## src/rtl/seg7_scan_driver.sv

```systemverilog
// Multiplexed 7-segment scan driver: time-slices NUM_DIGITS BCD digits onto one
// segment bus with frame-aligned display updates, per-digit blanking and blink.
module seg7_scan_driver #(
  parameter int unsigned NUM_DIGITS   = 4,
  parameter int unsigned REFRESH_DIV  = 100000,
  parameter int unsigned BLINK_FRAMES = 64,
  parameter int unsigned ACTIVE_LOW   = 1
) (
  input  logic                    clk,
  input  logic                    rst,
  input  logic [4*NUM_DIGITS-1:0] digits_in,
  input  logic                    load,
  input  logic [NUM_DIGITS-1:0]   blank_mask,
  input  logic                    blink_en,
  input  logic [NUM_DIGITS-1:0]   blink_mask,
  output logic [6:0]              seg_out,
  output logic [NUM_DIGITS-1:0]   an_out,
  output logic                    frame_done
);

  localparam int unsigned DATA_W = 4 * NUM_DIGITS;
  localparam int unsigned IDX_W  = (NUM_DIGITS > 1) ? $clog2(NUM_DIGITS) : 1;
  localparam int unsigned PRE_W  = $clog2(REFRESH_DIV);
  localparam int unsigned BLK_W  = (BLINK_FRAMES > 1) ? $clog2(BLINK_FRAMES) : 1;
  localparam logic        POL_LO = (ACTIVE_LOW != 0);

  localparam logic [6:0]            SEG_OFF = {7{POL_LO}};
  localparam logic [NUM_DIGITS-1:0] AN_OFF  = {NUM_DIGITS{POL_LO}};

  // Active-low abcdefg patterns; 15 is a dash, 10..14 are dark.
  function automatic logic [6:0] decode(input logic [3:0] nib);
    logic [6:0] s;
    case (nib)
      4'd0:    s = 7'b0000001;
      4'd1:    s = 7'b1001111;
      4'd2:    s = 7'b0010010;
      4'd3:    s = 7'b0000110;
      4'd4:    s = 7'b1001100;
      4'd5:    s = 7'b0100100;
      4'd6:    s = 7'b0100000;
      4'd7:    s = 7'b0001111;
      4'd8:    s = 7'b0000000;
      4'd9:    s = 7'b0000100;
      4'd15:   s = 7'b1111110;
      default: s = 7'b1111111;
    endcase
    return s;
  endfunction

  logic [PRE_W-1:0]      presc_q, presc_d;
  logic [IDX_W-1:0]      idx_q, idx_d;
  logic [DATA_W-1:0]     disp_q, disp_d;
  logic [DATA_W-1:0]     pend_q, pend_d;
  logic                  pend_valid_q, pend_valid_d;
  logic [BLK_W-1:0]      blk_cnt_q, blk_cnt_d;
  logic                  phase_q, phase_d;
  logic                  frame_done_q, frame_done_d;
  logic [6:0]            seg_q, seg_d;
  logic [NUM_DIGITS-1:0] an_q, an_d;

  logic                  presc_wrap;
  logic                  idx_last;
  logic                  frame_wrap;
  logic [3:0]            nib;
  logic                  dark;
  logic [6:0]            seg_low;
  logic [NUM_DIGITS-1:0] an_low;

  always_comb begin
    presc_d       = presc_q + PRE_W'(1);
    idx_d         = idx_q;
    disp_d        = disp_q;
    pend_d        = pend_q;
    pend_valid_d  = pend_valid_q;
    blk_cnt_d     = blk_cnt_q;
    phase_d       = phase_q;
    an_low        = '1;

    presc_wrap = (presc_q == PRE_W'(REFRESH_DIV - 1));
    idx_last   = (idx_q == IDX_W'(NUM_DIGITS - 1));
    frame_wrap = presc_wrap && idx_last;

    if (presc_wrap) begin
      presc_d = '0;
      idx_d   = idx_last ? '0 : idx_q + IDX_W'(1);
    end

    // Old pending moves to the display at the wrap; a same-cycle load refills pending.
    if (frame_wrap && pend_valid_q) begin
      disp_d       = pend_q;
      pend_valid_d = 1'b0;
    end
    if (load) begin
      pend_d       = digits_in;
      pend_valid_d = 1'b1;
    end

    if (frame_wrap) begin
      if (blk_cnt_q == BLK_W'(BLINK_FRAMES - 1)) begin
        blk_cnt_d = '0;
        phase_d   = ~phase_q;
      end else begin
        blk_cnt_d = blk_cnt_q + BLK_W'(1);
      end
    end

    nib     = disp_q[{idx_q, 2'b00} +: 4];
    dark    = blank_mask[idx_q] | (blink_en & blink_mask[idx_q] & phase_q);
    seg_low = dark ? 7'b1111111 : decode(nib);
    an_low[idx_q] = 1'b0;

    seg_d        = seg_low ^ {7{~POL_LO}};
    an_d         = an_low ^ {NUM_DIGITS{~POL_LO}};
    frame_done_d = frame_wrap;
  end

  always_ff @(posedge clk or posedge rst) begin
    if (rst) begin
      presc_q      <= '0;
      idx_q        <= '0;
      disp_q       <= '0;
      pend_q       <= '0;
      pend_valid_q <= 1'b0;
      blk_cnt_q    <= '0;
      phase_q      <= 1'b0;
      frame_done_q <= 1'b0;
      seg_q        <= SEG_OFF;
      an_q         <= AN_OFF;
    end else begin
      presc_q      <= presc_d;
      idx_q        <= idx_d;
      disp_q       <= disp_d;
      pend_q       <= pend_d;
      pend_valid_q <= pend_valid_d;
      blk_cnt_q    <= blk_cnt_d;
      phase_q      <= phase_d;
      frame_done_q <= frame_done_d;
      seg_q        <= seg_d;
      an_q         <= an_d;
    end
  end

  assign seg_out    = seg_q;
  assign an_out     = an_q;
  assign frame_done = frame_done_q;

endmodule

```

## config.mk

```make
export PLATFORM = sky130hd
export DESIGN_NAME = seg7_scan_driver
export DESIGN_NICKNAME = d
export VERILOG_FILES = /design/src/rtl/seg7_scan_driver.sv
export SDC_FILE = /design/constraint.sdc
export NUM_CORES = 1
export LEC_CHECK = 0
export ABC_AREA = 0
export CAP_MARGIN = 20
export CORE_MARGIN = 3
export CORE_UTILIZATION = 45
export CTS_CLUSTER_DIAMETER = 150
export DETAILED_ROUTE_END_ITERATION = 12
export HOLD_SLACK_MARGIN = 0.03
export PLACE_DENSITY = 0.66
export SLEW_MARGIN = 20
export SYNTH_ARGS = -nofsm -noshare
export SYNTH_HDL_FRONTEND = slang
export SYNTH_SLANG_ARGS = --single-unit
export TNS_END_PERCENT = 1
```

## constraint.sdc

```tcl
create_clock -name clk -period 7.4 [get_ports clk]
set_clock_uncertainty 0.15 [all_clocks]
set_input_delay 1.85 -clock clk [delete_from_list [all_inputs] [get_ports clk]]
set_output_delay 1.85 -clock clk [all_outputs]
set_load 0.005 [all_outputs]
```

### After elaboration in Yosys (flattened, before gate mapping)

Memory sizes are Yosys's and may differ from the RTL's.
Index checks and enable logic that the tools add are counted.

| operators by class | value |
|---|---|
| equal/unequal tests | 3 |
| reduce and logical (&&, ||, !) cells | 5 |
| shift operators | 1 |
| muxes and demuxes | 12 |
| bitwise logic cells | 5 |
| order comparisons | 2 |
| $add $sub $neg | 3 |

Operators by type and width:

| operator | number |
|---|---|
| adder 17 x 1 -> 17 bit (second input constant) | 1 |
| equality test 17 bit (second input constant) | 1 |
| two-way mux 17 bit | 1 |
| variable part select 16 x 5 -> 4 bit | 1 |
| two-way mux 7 bit | 1 |
| adder 6 x 1 -> 6 bit (second input constant) | 1 |
| equality test 6 bit (second input constant) | 1 |
| two-way mux 6 bit | 1 |
| two-way mux 1 bit | 5 |
| binary-select mux 1 bit (select 2 bit) | 2 |
| NOT 4 bit | 1 |
| logical AND 1 bit | 3 |
| less-than comparator 2 x 3 -> 1 bit (second input constant) | 1 |
| adder 2 x 1 -> 2 bit (second input constant) | 1 |
| AND 1 bit | 2 |
| demux 1 bit (select 2 bit) | 1 |
| equality test 2 bit (second input constant) | 1 |
| >= comparator 2 x 1 -> 1 bit (second input constant) | 1 |
| two-way mux 2 bit | 1 |
| AND reduction 2 bit | 1 |
| nonzero test 2 bit | 1 |
| NOT 1 bit | 1 |
| OR 1 bit | 1 |

| storage, ports and cells | value |
|---|---|
| memories | 1 |
| input port bits | 28 |
| output and inout port bits | 12 |
| memory bits (read-only) | 112 |
| flip-flop bits (word level) | 71 |

Memories:

| memory | depth | width | rd ports | clocked after Yosys merged registers in | wr ports | line | RTL |
|---|---|---|---|---|---|---|---|
| (no name shown) | 16 | 7 | 1 | 0 | 0 | 33 | `case (nib)` |

### Depth between registers and ports, before layout

| depth | value |
|---|---|
| depth in word-level cells | 6 |
| mapped depth | 8 |
| mapped depth without buffers | 7 |

### Least setup slack after synthesis

Ideal clock, no wire load.

| timing path | value |
|---|---|
| kind | input to register |
| start | input load |
| end | register pend_q[0] |
| slack | 4291 ps |
| data arrival time | 2834 ps |
| data required time | 7125 ps |
| stages on the path | 3 |
| setup time | 125 ps |
| path through | clkbuf_1 > clkbuf_1 > mux2_2 |

RTL lines:

| element | line | RTL |
|---|---|---|
| from (decl) | 12 | `input logic load,` |
| to (signal assigned) | 133 | `pend_q <= pend_d;` |
| to (decl) | 53 | `logic [DATA_W-1:0] pend_q, pend_d;` |

No word-level cell between the ends.

### Worst setup path in the final report

| timing path | value |
|---|---|
| start | register seg_q[2], in the netlist seg_out[2] |
| end | output seg_out[2] |

RTL lines:

| element | line | RTL |
|---|---|---|
| from (decl) | 58 | `logic [6:0] seg_q, seg_d;` |
| from (signal assigned) | 138 | `seg_q <= seg_d;` |
| to (decl) | 16 | `output logic [6:0] seg_out,` |

No word-level cell between the ends.

==> metrics.md <==
| Metric | Value |
|---|---|
| Status | `complete, no violations` |
| RR Endpoint | `seg_out[6]` |
| WL/cell | `14.2 µm` |
| Fin crit period | `3.35 ns` |
| Antenna violation net count after detailed routing | `0` |
| TritonCTS Buffers | `9` |
| Vias in the first global route | `2074` |
| Setup tns final | `0 ns` |
| Ys async rst share | `100%` |
| Cell count after placement | `394` |
| FF-to-FF Start | `idx_q[0]` |
| Num ports | `40` |
| Postcts setup bufs | `0` |
| Power Total | `792 µW` |
| DR vias | `2156` |
| 1st-pass router iterations | `4` |
| Clk slew on worst S/H paths | `0.08 ns` |
| Worst slew pin tran | `0.862 ns` |
| Vias/cell | `5.26` |
| CTS Buffer Depth | `2` |
| Switch share | `22.0%` |
| First-pass GRT wire length | `10000 µm` |
| Gp weighted congestion | `0.793` |
| Cell area power density | `195 nW/µm²` |
| WHS | `0.335 ns` |
| Crit Path Class | `reg -> out` |
| CP endpoint kind | `primary output` |
| Internal Dissipation | `618 µW` |
| Total Wirelength | `5820 µm` |
| Critical path launch point type | `register` |
| Die X | `92.4 µm` |
| Util after Layout | `57.9%` |
| Slew Viols, Final | `0` |
| Syn Std Cell Area | `3360 µm²` |
| Maximum fanout along the worst path | `1` |
| Number of synthesized register bits | `71` |
| Final non-filler cell total | `410` |
| Die ar. | `8540 µm²` |
| Avg Inst Size Synth | `12.7 µm²` |
| CP cell instances | `clkdlybuf4s50_1` |
| Dominant synthesized flop cell | `dfrtp_1` |
| HP Start | `blk_cnt_q[5]` |
| Reg power frac | `51.1%` |
| Bufs and invs on worst path | `1` |
| Max Cap Viol | `0` |
| Hold Crit Depth | `1` |
| Initial antenna violation count | `0` |
| FMAX | `298 MHz` |
| Cts hold-fix bufs | `0` |
| Root buffer cell | `clkbuf_8` |
| Synthesized net count | `305` |
| Die Y | `92.4 µm` |
| P_leak | `0.00173 µW` |
| Crit path max-delay family | `flip-flops` |
| Iter 0 DRT Violations | `94` |
| Final Hold Fails | `0` |
| # rows | `30` |
| Total grt overflow | `0` |
| Worst r2r path cells | `7` |
| EDFF count, synth | `0` |
| Residual DRC | `0` |
| Slowest cell on crit path | `dfstp_2` |
| Hold EP | `blk_cnt_q[5]` |
| CP required | `5.40 ns` |
| Clk_lat worst skew | `0.34 ns` |
| Worst EP arrival | `1.35 ns` |
| Diodes inserted | `0` |
| Clock power frac | `44.0%` |
| Endpoints failing setup | `0` |
| Overall routing resource usage | `14.7%` |
| Worst VDD drop | `0.118 mV` |
| Clock sinks | `71` |
| Area Growth Syn to Fin | `21.0%` |
| Port bufs | `39` |
| Psw | `174 µW` |
| Cells after synthesis | `264` |
| CTS tree | `done` |
| Htree depth | `3` |
| Share of cells above drive strength 1 | `25.5%` |
| Final nets | `350` |
| Yosys synthesis warning count | `0` |
| RSZ-0062 raised after global routing | `no` |
| Hold Crit Class | `reg -> reg` |
| Initial Util | `47.9%` |
| Pin count of the biggest net entering global routing | `72` |
| Period utilisation layout | `45.3%` |
| Relative slew slack | `42.5%` |
| Max incr delay on CP | `0.52 ns` |
| Core area | `7020 µm²` |
| Post-detail-place hpwl | `4010 µm` |
| Combinational share of power | `5.0%` |
| Resized cells post-CTS | `0` |
| R2R setup slack | `5.08 ns` |
| Sequential share of the synthesized area | `53.3%` |
| Netlist cell types | `43` |
power by group through the flow:
stage	clock, µW	combinational [µW]	sequential (µW)
2_1_floorplan	0	18.6	411
3_3_place_gp	0	40.2	412
3_5_place_dp	0	40.7	412
4_1_cts	358	40.8	404
5_1_grt	378	44.1	406
6_report	348	39.5	404
placed cells by master, fill, tap and decap left out, types with 3 or more instances in the layout:
cell              n
a211oi_1          3
a21oi_1          11
and4_1            3
clkbuf_8          9
clkdlybuf4s50_1  39
dfrtp_1          60
dfstp_2          11
ha_1             13
inv_1            16
inv_6             3
mux2_2           26
mux2_4           10
mux4_2            4
nand2_1          14
nand3_1          12
nand4_1           5
nor2_1            9
nor2b_1           3
nor3_1            4
o21ai_0          11
xnor2_1          10
xor2_1            4
cells by family after synthesis:
logic type      share of synthesized area (%)
fa+ha+maj                                4.84
mux                                      16.2
xor+xnor                                 3.65
simple gates                             12.6
compound gates                           6.37
flops                                    53.3
buf+inv                                  3.05
per-layer routing:
layer	vias to the layer above	global-route usage (%)	wire (µm)
met2	57	22.3	2620
met5	-	0	0
li1	1042	-	-
met3	4	3.66	337
met4	0	5.94	51
met1	1053	20.3	2810
worst max path at each step:
stage	startpoint	to	slack, ns	cells after the start
detailed placement	blink_en	seg_out[2]	3.84	5
floorplan	rst	blk_cnt_q[0]	3.62	1
global placement	blink_en	seg_out[2]	3.87	5
global route	an_out[1]	an_out[1]	3.99	1
CTS	seg_out[2]	seg_out[2]	4.02	1
finish	seg_out[2]	seg_out[2]	4.05	1
Yosys cell counts (2+ instances only):
library cell / n / share of area, %
a21oi_1: 11 / 1.6
and4_1: 3 / 0.78
dfstp_2: 11 / 8.6
nor2_2: 2 / 0.37
nand3_1: 12 / 1.8
inv_1: 17 / 1.9
nor4b_4: 2 / 1.4
clkbuf_1: 3 / 0.34
nor4_1: 2 / 0.37
a211oi_1: 3 / 0.67
a311oi_1: 2 / 0.52
and3_1: 2 / 0.37
nor2b_1: 3 / 0.56
mux2_2: 26 / 8.7
xnor2_1: 10 / 2.6
ha_1: 13 / 4.8
dfrtp_1: 60 / 45
o41ai_1: 2 / 0.52
nor3_1: 4 / 0.60
mux2_4: 10 / 4.5
a31oi_1: 2 / 0.37
nand2_1: 14 / 1.6
nand4_1: 5 / 0.93
xor2_1: 4 / 1.0
mux4_2: 4 / 2.7
o21ai_0: 11 / 1.6
buf_6: 2 / 0.67
nor2_1: 9 / 1.0
area by class of cell:
class                           count  area, µm²
Inverter                           17       63.8
Tap cell                           96        120
Clock buffer                        9        124
Multi-Input combinational cell    170       1470
Clock inverter                      7        103
Timing Repair Buffer               40        398
Sequential cell                    71       1790
Fill cell                         596       2950
per-stage QoR:
stage / cell area [µm²] / worst slack, ns
after global routing: 4070 / 3.99
after CTS: 4070 / 4.02
after floorplan: 3360 / 3.62
final: 4070 / 4.05
after detailed placement: 3840 / 3.84
after global placement: 3840 / 3.87
flip-flops by register name (all words and copies together), names as in the netlist:
signal and flops:
presc_q 17, disp_q 16, pend_q 16, seg_out 7
blk_cnt_q 6, an_out 4, idx_q 2, frame_done 1
pend_valid_q 1, phase_q 1
Note: power is estimated with default switching activity, not from simulation.
